==> config.mk <==
export PLATFORM = sky130hd
export DESIGN_NAME = change_dispenser_flat
export DESIGN_NICKNAME = d
export VERILOG_FILES = /design/src/rtl/change_dispenser_if.sv /design/src/rtl/change_dispenser.sv /design/src/flat_wrapper.sv
export SDC_FILE = /design/constraint.sdc
export NUM_CORES = 1
export LEC_CHECK = 0
export ABC_AREA = 1
export CAP_MARGIN = 20
export CORE_MARGIN = 5
export CORE_UTILIZATION = 50
export CTS_CLUSTER_DIAMETER = 50
export DETAILED_ROUTE_END_ITERATION = 12
export PLACE_DENSITY = 0.87
export SYNTH_ARGS = -nofsm -noshare
export SYNTH_HDL_FRONTEND = slang
export SYNTH_SLANG_ARGS = --single-unit
==> constraint.sdc <==
create_clock -name clk -period 3.5 [get_ports clk]
set_input_delay 0.7 -clock clk [delete_from_list [all_inputs] [get_ports clk]]
set_output_delay 0.7 -clock clk [all_outputs]
set_load 0.02 [all_outputs]
==> src/rtl/change_dispenser_if.sv <==
// Payout request and coin-eject bundle between the machine controller and the change dispenser.
// The controller is the master and the dispenser is the slave.
interface change_dispenser_if #(
  parameter int unsigned AMT_W = 8,
  parameter int unsigned CNT_W = 6
);
  logic             start;
  logic [AMT_W-1:0] amount;
  logic             refill;
  logic             pay_Q;
  logic             pay_D;
  logic             pay_N;
  logic             busy;
  logic             done;
  logic             short;
  logic [AMT_W-1:0] remaining;
  logic [CNT_W-1:0] inv_Q;
  logic [CNT_W-1:0] inv_D;
  logic [CNT_W-1:0] inv_N;

  modport master (
    output start, amount, refill,
    input  pay_Q, pay_D, pay_N, busy, done, short, remaining, inv_Q, inv_D, inv_N
  );

  modport slave (
    input  start, amount, refill,
    output pay_Q, pay_D, pay_N, busy, done, short, remaining, inv_Q, inv_D, inv_N
  );
endinterface

==> src/rtl/change_dispenser.sv <==
// Greedy coin-change payout engine: pays out an amount given in nickel units as one-cycle
// quarter/dime/nickel eject pulses, and tracks the inventory of each coin hopper.
module change_dispenser #(
  parameter int unsigned AMT_W  = 8,
  parameter int unsigned CNT_W  = 6,
  parameter int unsigned INIT_Q = 20,
  parameter int unsigned INIT_D = 20,
  parameter int unsigned INIT_N = 20,
  parameter int unsigned GAP    = 1
) (
  input logic              clk,
  input logic              reset,
  change_dispenser_if.slave bus
);

  localparam int unsigned GapW = (GAP > 1) ? $clog2(GAP + 1) : 1;
  localparam logic [GapW-1:0] GapInit = GapW'(GAP);

  typedef enum logic [1:0] {StIdle, StSel, StPulse, StGap} state_e;

  state_e           state_q, state_d;
  logic [AMT_W-1:0] rem_q, rem_d;
  logic [CNT_W-1:0] q_cnt_q, q_cnt_d;
  logic [CNT_W-1:0] d_cnt_q, d_cnt_d;
  logic [CNT_W-1:0] n_cnt_q, n_cnt_d;
  logic [GapW-1:0]  gap_q, gap_d;
  logic [2:0]       eject_q, eject_d;  // {quarter, dime, nickel}
  logic             busy_q, busy_d;
  logic             done_q, done_d;
  logic             short_q, short_d;

  always_comb begin
    state_d = state_q;
    rem_d   = rem_q;
    q_cnt_d = q_cnt_q;
    d_cnt_d = d_cnt_q;
    n_cnt_d = n_cnt_q;
    gap_d   = gap_q;
    eject_d = 3'b000;
    busy_d  = busy_q;
    done_d  = 1'b0;
    short_d = short_q;

    unique case (state_q)
      StIdle: begin
        if (bus.start) begin
          rem_d   = bus.amount;
          busy_d  = 1'b1;
          short_d = 1'b0;
          state_d = StSel;
        end
      end
      StSel: begin
        // Largest coin first; an empty hopper falls through to the next denomination.
        if (rem_q >= AMT_W'(5) && q_cnt_q != '0) begin
          eject_d = 3'b100;
          rem_d   = rem_q - AMT_W'(5);
          q_cnt_d = q_cnt_q - CNT_W'(1);
          state_d = StPulse;
        end else if (rem_q >= AMT_W'(2) && d_cnt_q != '0) begin
          eject_d = 3'b010;
          rem_d   = rem_q - AMT_W'(2);
          d_cnt_d = d_cnt_q - CNT_W'(1);
          state_d = StPulse;
        end else if (rem_q >= AMT_W'(1) && n_cnt_q != '0) begin
          eject_d = 3'b001;
          rem_d   = rem_q - AMT_W'(1);
          n_cnt_d = n_cnt_q - CNT_W'(1);
          state_d = StPulse;
        end else begin
          done_d  = 1'b1;
          short_d = (rem_q != '0);
          busy_d  = 1'b0;
          state_d = StIdle;
        end
      end
      StPulse: begin
        gap_d   = GapInit;
        state_d = StGap;
      end
      StGap: begin
        if (gap_q <= GapW'(1)) begin
          state_d = StSel;
        end else begin
          gap_d = gap_q - GapW'(1);
        end
      end
      default: state_d = StIdle;
    endcase

    // Refill overrides any decrement made in the same cycle.
    if (bus.refill) begin
      q_cnt_d = CNT_W'(INIT_Q);
      d_cnt_d = CNT_W'(INIT_D);
      n_cnt_d = CNT_W'(INIT_N);
    end
  end

  always_ff @(posedge clk or posedge reset) begin
    if (reset) begin
      state_q <= StIdle;
      rem_q   <= '0;
      q_cnt_q <= CNT_W'(INIT_Q);
      d_cnt_q <= CNT_W'(INIT_D);
      n_cnt_q <= CNT_W'(INIT_N);
      gap_q   <= '0;
      eject_q <= 3'b000;
      busy_q  <= 1'b0;
      done_q  <= 1'b0;
      short_q <= 1'b0;
    end else begin
      state_q <= state_d;
      rem_q   <= rem_d;
      q_cnt_q <= q_cnt_d;
      d_cnt_q <= d_cnt_d;
      n_cnt_q <= n_cnt_d;
      gap_q   <= gap_d;
      eject_q <= eject_d;
      busy_q  <= busy_d;
      done_q  <= done_d;
      short_q <= short_d;
    end
  end

  assign bus.pay_Q     = eject_q[2];
  assign bus.pay_D     = eject_q[1];
  assign bus.pay_N     = eject_q[0];
  assign bus.busy      = busy_q;
  assign bus.done      = done_q;
  assign bus.short     = short_q;
  assign bus.remaining = rem_q;
  assign bus.inv_Q     = q_cnt_q;
  assign bus.inv_D     = d_cnt_q;
  assign bus.inv_N     = n_cnt_q;

endmodule
==> src/flat_wrapper.sv <==
// flat-port wrapper written by rule: the top's interface ports become plain ports
module change_dispenser_flat 
#(
  parameter int unsigned AMT_W  = 8,
  parameter int unsigned CNT_W  = 6,
  parameter int unsigned INIT_Q = 20,
  parameter int unsigned INIT_D = 20,
  parameter int unsigned INIT_N = 20,
  parameter int unsigned GAP    = 1
)
  (clk, reset, bus_start, bus_amount, bus_refill, bus_pay_Q, bus_pay_D, bus_pay_N, bus_busy, bus_done, bus_short, bus_remaining, bus_inv_Q, bus_inv_D, bus_inv_N);
  change_dispenser_if #(.AMT_W(AMT_W), .CNT_W(CNT_W)) bus_i ();
  input logic clk;
  input logic reset;
  input wire logic [$bits(bus_i.start)-1:0] bus_start;
  input wire logic [$bits(bus_i.amount)-1:0] bus_amount;
  input wire logic [$bits(bus_i.refill)-1:0] bus_refill;
  output wire logic [$bits(bus_i.pay_Q)-1:0] bus_pay_Q;
  output wire logic [$bits(bus_i.pay_D)-1:0] bus_pay_D;
  output wire logic [$bits(bus_i.pay_N)-1:0] bus_pay_N;
  output wire logic [$bits(bus_i.busy)-1:0] bus_busy;
  output wire logic [$bits(bus_i.done)-1:0] bus_done;
  output wire logic [$bits(bus_i.short)-1:0] bus_short;
  output wire logic [$bits(bus_i.remaining)-1:0] bus_remaining;
  output wire logic [$bits(bus_i.inv_Q)-1:0] bus_inv_Q;
  output wire logic [$bits(bus_i.inv_D)-1:0] bus_inv_D;
  output wire logic [$bits(bus_i.inv_N)-1:0] bus_inv_N;
  assign bus_i.start = bus_start;
  assign bus_i.amount = bus_amount;
  assign bus_i.refill = bus_refill;
  assign bus_pay_Q = bus_i.pay_Q;
  assign bus_pay_D = bus_i.pay_D;
  assign bus_pay_N = bus_i.pay_N;
  assign bus_busy = bus_i.busy;
  assign bus_done = bus_i.done;
  assign bus_short = bus_i.short;
  assign bus_remaining = bus_i.remaining;
  assign bus_inv_Q = bus_i.inv_Q;
  assign bus_inv_D = bus_i.inv_D;
  assign bus_inv_N = bus_i.inv_N;
  change_dispenser #(.AMT_W(AMT_W), .CNT_W(CNT_W), .INIT_Q(INIT_Q), .INIT_D(INIT_D), .INIT_N(INIT_N), .GAP(GAP)) u_core (.clk(clk), .reset(reset), .bus(bus_i));
endmodule
## After elaboration in Yosys (flattened, before gate mapping)

Index checks and enable logic that the tools add are counted.

| storage, ports and cells | value |
|---|---|
| output and inout bits | 32 |
| bits in latches | 0 |
| bits of input ports | 12 |
| memories kept | 0 |
| bits in read-only memories | 0 |
| flip-flop bits (word level) | 35 |
| bits in writable memories | 0 |
| logic and storage cells | 97 |

| cells by class | value |
|---|---|
| multiplexer cells | 43 |
| bitwise gates (word level) | 0 |
| order comparisons | 4 |
| multipliers | 0 |
| reductions and logical operators | 21 |
| equality and inequality tests | 12 |
| shift-type cells | 0 |
| divide/modulo/power cells | 0 |
| add/sub/neg operators | 7 |

Operators by type and width:

| cell | number |
|---|---|
| 2-to-1 mux 6 bit | 12 |
| 2-to-1 mux 8 bit | 4 |
| nonzero test 6 bit | 3 |
| subtractor 6 x 1 -> 6 bit (second input constant) | 3 |
| case mux 8 bit (2 select lines) | 1 |
| 2-to-1 mux 1 bit | 14 |
| != test 2 bit (second input constant) | 7 |
| nonzero test 2 bit | 6 |
| 2-to-1 mux 2 bit | 5 |
| 2-to-1 mux 3 bit | 3 |
| >= comparator 8 x 1 -> 1 bit (second input constant) | 1 |
| >= comparator 8 x 2 -> 1 bit (second input constant) | 1 |
| >= comparator 8 x 3 -> 1 bit (second input constant) | 1 |
| case mux 2 bit (4 select lines) | 1 |
| nonzero test 8 bit | 1 |
| subtractor 8 x 1 -> 8 bit (second input constant) | 1 |
| subtractor 8 x 2 -> 8 bit (second input constant) | 1 |
| subtractor 8 x 3 -> 8 bit (second input constant) | 1 |
| case mux 1 bit (2 select lines) | 3 |
| AND reduction 2 bit | 3 |
| AND reduction 3 bit | 2 |
| AND reduction 5 bit | 1 |
| equality test 2 bit (second input constant) | 2 |
| != test 4 x 1 -> 1 bit (second input constant) | 1 |
| other kinds (7) | 9 |

## Depth between registers and ports, before layout

| depth | value |
|---|---|
| word-level depth | 7 |
| gate-level depth with buffers | 13 |
| depth with buffers taken out | 13 |

## Worst setup path after synthesis

Ideal clock, no wire load.

| timing | value |
|---|---|
| path kind | reg2reg |
| from | register u_core.rem_q[1] (netlist: u_core.bus.remaining[1]) |
| to | register u_core.rem_q[5] (netlist: u_core.bus.remaining[5]) |
| setup slack | 1442 ps |
| data required time | 3383 ps |
| clock period less this slack | 2058 ps |
| path buffers | 1 |
| cell stages (with the launch flop) | 13 |
| arrival | 1941 ps |
| library setup time | 117 ps |
| cells stage by stage | dfrtp_1 -> inv_1 -> ha_1 -> inv_1 -> nand2_1 -> nand2_1 -> o21ai_4 -> nand4_1 -> nand2_1 -> buf_4 -> nor2_1 -> nand2_1 -> nand2_1 |

| between the ends | value |
|---|---|
| word-level cells in the longest chain between the ends | 5 |
| elaborated cells between the ends (all ways) | 15 |
| those cells by class | add/sub (3); order compare (3); eq/ne (1); mux (4); reduce/logical (4) |

RTL lines:

| item | RTL line | text |
|---|---|---|
| from (decl) | change_dispenser.sv:22 | `logic [AMT_W-1:0] rem_q, rem_d;` |
| from (signal assigned) | change_dispenser.sv:113 | `rem_q <= rem_d;` |
| subtractor 8 x 1 -> 8 bit or >= comparator 8 x 2 -> 1 bit (tied branches) | change_dispenser.sv:67, change_dispenser.sv:60 |  |
| 2-to-1 mux 8 bit or logical AND 1 bit (tied branches) | change_dispenser.sv:65, change_dispenser.sv:60 |  |
| 2-to-1 mux 8 bit | change_dispenser.sv:60 | `end else if (rem_q >= AMT_W'(2) && d_cnt_q != '0) begin` |
| 2-to-1 mux 8 bit | change_dispenser.sv:55 | `if (rem_q >= AMT_W'(5) && q_cnt_q != '0) begin` |
| case mux 8 bit (2 select lines) | change_dispenser.sv:44 | `unique case (state_q)` |

Parallel ways exist; a longest one is shown, timed or not. The select of a mux whose other input is x is not followed.
A chain may end at the register's enable or synchronous reset.

## Final worst setup path

| timing | value |
|---|---|
| from | register u_core.rem_q[1] (netlist: u_core.bus.remaining[1]) |
| to | register u_core.rem_q[2] (netlist: u_core.bus.remaining[2]) |

Same word-level chain as after synthesis.

==> flow_summary.ini <==
[place]
place_ws_ps = 948
dpl_cell_area_um2 = 2980
io_buffers = 43
dpl.hpwl_um = 4560
gp_congestion = 0.945

[clock_network]
cts_num_sinks = 34
clkTransAtPathRegs_ps = 60
numCtsBuffers = 5
cts_hold_buf = 0
cts_setup_buffers = 0
clkLatencyLatePin_ps = 290
h-tree-depth = 2
cts_buffer_depth = 2
cts.repair.resized = 0
root_buffer = clkbuf_8
cts_tree = yes

[routing]
drc = 0
vias = 2450
drt_iter0_drc = 190
routedWlPerCell_um = 12.8
detail-route-antenna-nets = 0
routed_wl_um = 6080
drt-vias-per-instance = 5.16
firstDrtPassIters = 4

[die]
core_region_area_um2 = 4790
die_x_um = 80.5
row_count = 25
io_pins = 44
initial_utilization_pct = 52.0
die_h_um = 80.5
dieArea_um2 = 6490

[layout]
final_area_um2 = 3060
final_util_pct = 63.8
drive_gt1_share_pct = 5.15
fillers = 435
syn2layout_area_growth_pct = 22.8
seqCellArea_um2 = 858
mostFrequentLayoutCells = 120 x nand2_1, 43 x inv_1, 43 x clkdlybuf4s50_1, 42 x nor2_1, 30 x nand3_1
antennaDiodeCount = 0
nets = 438
layout_commonest_cell = nand2_1
multi_input_area_um2 = 1430

[grt]
grt_usage_pct = 20.2
grt_pass1_wl_um = 10300
antenna_found_initial = 0
grt-ovfl-total = 0
grt_pass1_vias = 2314
grt_max_degree = 23

[critical_path]
reg2regPathDepth = 11
crit_family = simple AND/OR/NAND/NOR gates
crit_type = register to register
arrival_ps = 2730
critPathMaxFanout = 15
end_kind = register
crit_slowest_cell = dfrtp_1
rrSetupSlack_ps = 950
slowest_delay_ps = 440
path_buf_inv = 3
cpMostUsedCell = nand2_1
crit_chain = inv_1, ha_1, inv_1, nand2_1, nand2_1, o21ai_4, nand4_1, nand2_1, inv_1, nand2_1, nand2_1
reg2reg_to = u_core.bus.remaining[2]
cp-start-kind = register
required_ps = 3680
r2r_start = u_core.bus.remaining[1]

[sta]
rsz0062_at_grt = false
finalCritPeriodShare_pct = 72.8
finalClockSkew_ps = 2.42
clock.fmax_mhz = 392
finalCriticalPeriod_ps = 2550
maxSlewViolCount = 0
tightest_slew_ps = 616
setup_slack_ps = 952
hold_viol = 0
setup_viol = 0
fin_setup_tns_ps = 0
worst_slew_margin_rel_pct = 58.9

[synthesis]
synthDistinctLibCells = 25
yosysWarnings = 0
synth_nets = 393
syn_area_um2 = 2490
seq_area_frac_synth_pct = 34.5
ys_ff_latch = 34
synth_area_per_cell_um2 = 6.85
ys_top_cells_by_area = dfrtp_1 28%, nand2_1 18%, ha_1 9.1%, inv_1 6.5%, dfstp_2 6.3%
synth_cells = 363
synth_top_area_share_pct = 28.2
yosys.area.top_type = dfrtp_1

[power_and_ir_drop]
clkPwrFrac_pct = 10.9
finalPower_uw = 2480
seq_power_share_pct = 27.5
p_leak_uw = 0.00153
p_per_area_nw_per_um2 = 813
pwr-share-comb_pct = 61.6
p_switching_uw = 1260
vdd_drop_max_uv = 429
p_int_uw = 1230
switching_share_pct = 50.7

[run_status]
outcome = complete, no violations

[flow_run]
maxCapViolCount = 0

[hold_path]
holdPathStages = 2
hold_path_end = u_core.bus.busy
hp-class = register to register
min_from = u_core.bus.busy
## how the worst max path moves through the flow
stage                            start                 endpoint  slack, ps  cells past startpoint
6_report       u_core.bus.remaining[1]  u_core.bus.remaining[2]        950                     11
3_3_place_gp   u_core.bus.remaining[1]  u_core.bus.remaining[1]       1070                     11
3_5_place_dp   u_core.bus.remaining[1]  u_core.bus.remaining[2]        950                     11
5_1_grt        u_core.bus.remaining[1]  u_core.bus.remaining[2]        700                     11
4_1_cts        u_core.bus.remaining[1]  u_core.bus.remaining[2]        940                     11
2_1_floorplan  u_core.bus.remaining[1]  u_core.bus.remaining[5]       1440                     12
## kinds of logic (layout without fill, tap and decap cells)
kind of cell               Yosys count  after routing  share of synthesized area (%)
AOI/OAI and AO/OA                   43             43                           9.56
xor gates and xnor gates             9              9                           3.17
adders and majority gates           18             18                           9.05
buffers and inverters               50             95                           8.00
DFF                                 34             34                           34.5
and+or+nand+nor                    209            209                           35.7
## power by group through the flow
stage | sequential [µW] | clock (µW) | combinational, µW
final | 682 | 272 | 1530
after floorplan | 773 | 0 | 953
after global routing | 702 | 291 | 1710
after detailed placement | 683 | 0 | 1510
after global placement | 681 | 0 | 1460
after CTS | 679 | 277 | 1530
## registers in the layout, summed over array words and instances, names as in the netlist
register / cells
u_core.bus.done: 1
u_core.eject_q: 3
u_core.bus.remaining: 8
u_core.bus.inv_N: 6
u_core.bus.busy: 1
u_core.bus.inv_Q: 6
u_core.bus.short: 1
u_core.state_q: 2
u_core.bus.inv_D: 6
## routing by layer
metal	vias up	share of wire, %	wire, µm	track usage (%)
met5	-	0	0	0
met4	0	1.2	71	6.76
met2	72	48	2910	33.5
met3	7	6.4	389	4.04
met1	1137	44	2700	26.1
li1	1234	-	-	-
## cells in the mapped netlist
cell type,count
ha_1,18
or2_2,1
nor2_1,42
xor2_1,8
xnor2_1,1
a21oi_1,12
nand3_4,1
dfrtp_1,28
nor3_1,1
buf_4,3
a21boi_0,1
inv_1,43
clkbuf_1,4
o21ai_2,1
nand3_1,30
nand3b_1,3
dfstp_2,6
nor2_2,2
nor2_4,2
a22oi_1,1
nand4_1,7
nand2_1,120
o21ai_0,26
o21ai_4,1
o211ai_1,1
## stage by stage
| stage | hold slack, ps | cells |
|---|---|---|
| 2_1_floorplan | 478 | 363 |
| 3_3_place_gp | 474 | 468 |
| 3_5_place_dp | 481 | 468 |
| 4_1_cts | 497 | 475 |
| 5_1_grt | 510 | 475 |
| 6_report | 491 | 475 |
## worst reg2reg max path: stages, from the launching register on
cell and delay (ps):
dfrtp_1 440, inv_1 240, ha_1 240, inv_1 50, nand2_1 70, nand2_1 130
o21ai_4 420, nand4_1 210, nand2_1 370, inv_1 110, nand2_1 100, nand2_1 50
## layout make-up
type	count	area share, %
sequential	34	28.1
multi-input combinational	279	46.8
inverter	43	5.28
tap	67	2.74
clock buffer	7	2.50
timing repair buffer	45	14.6
(Power assumes the default switching activity.)
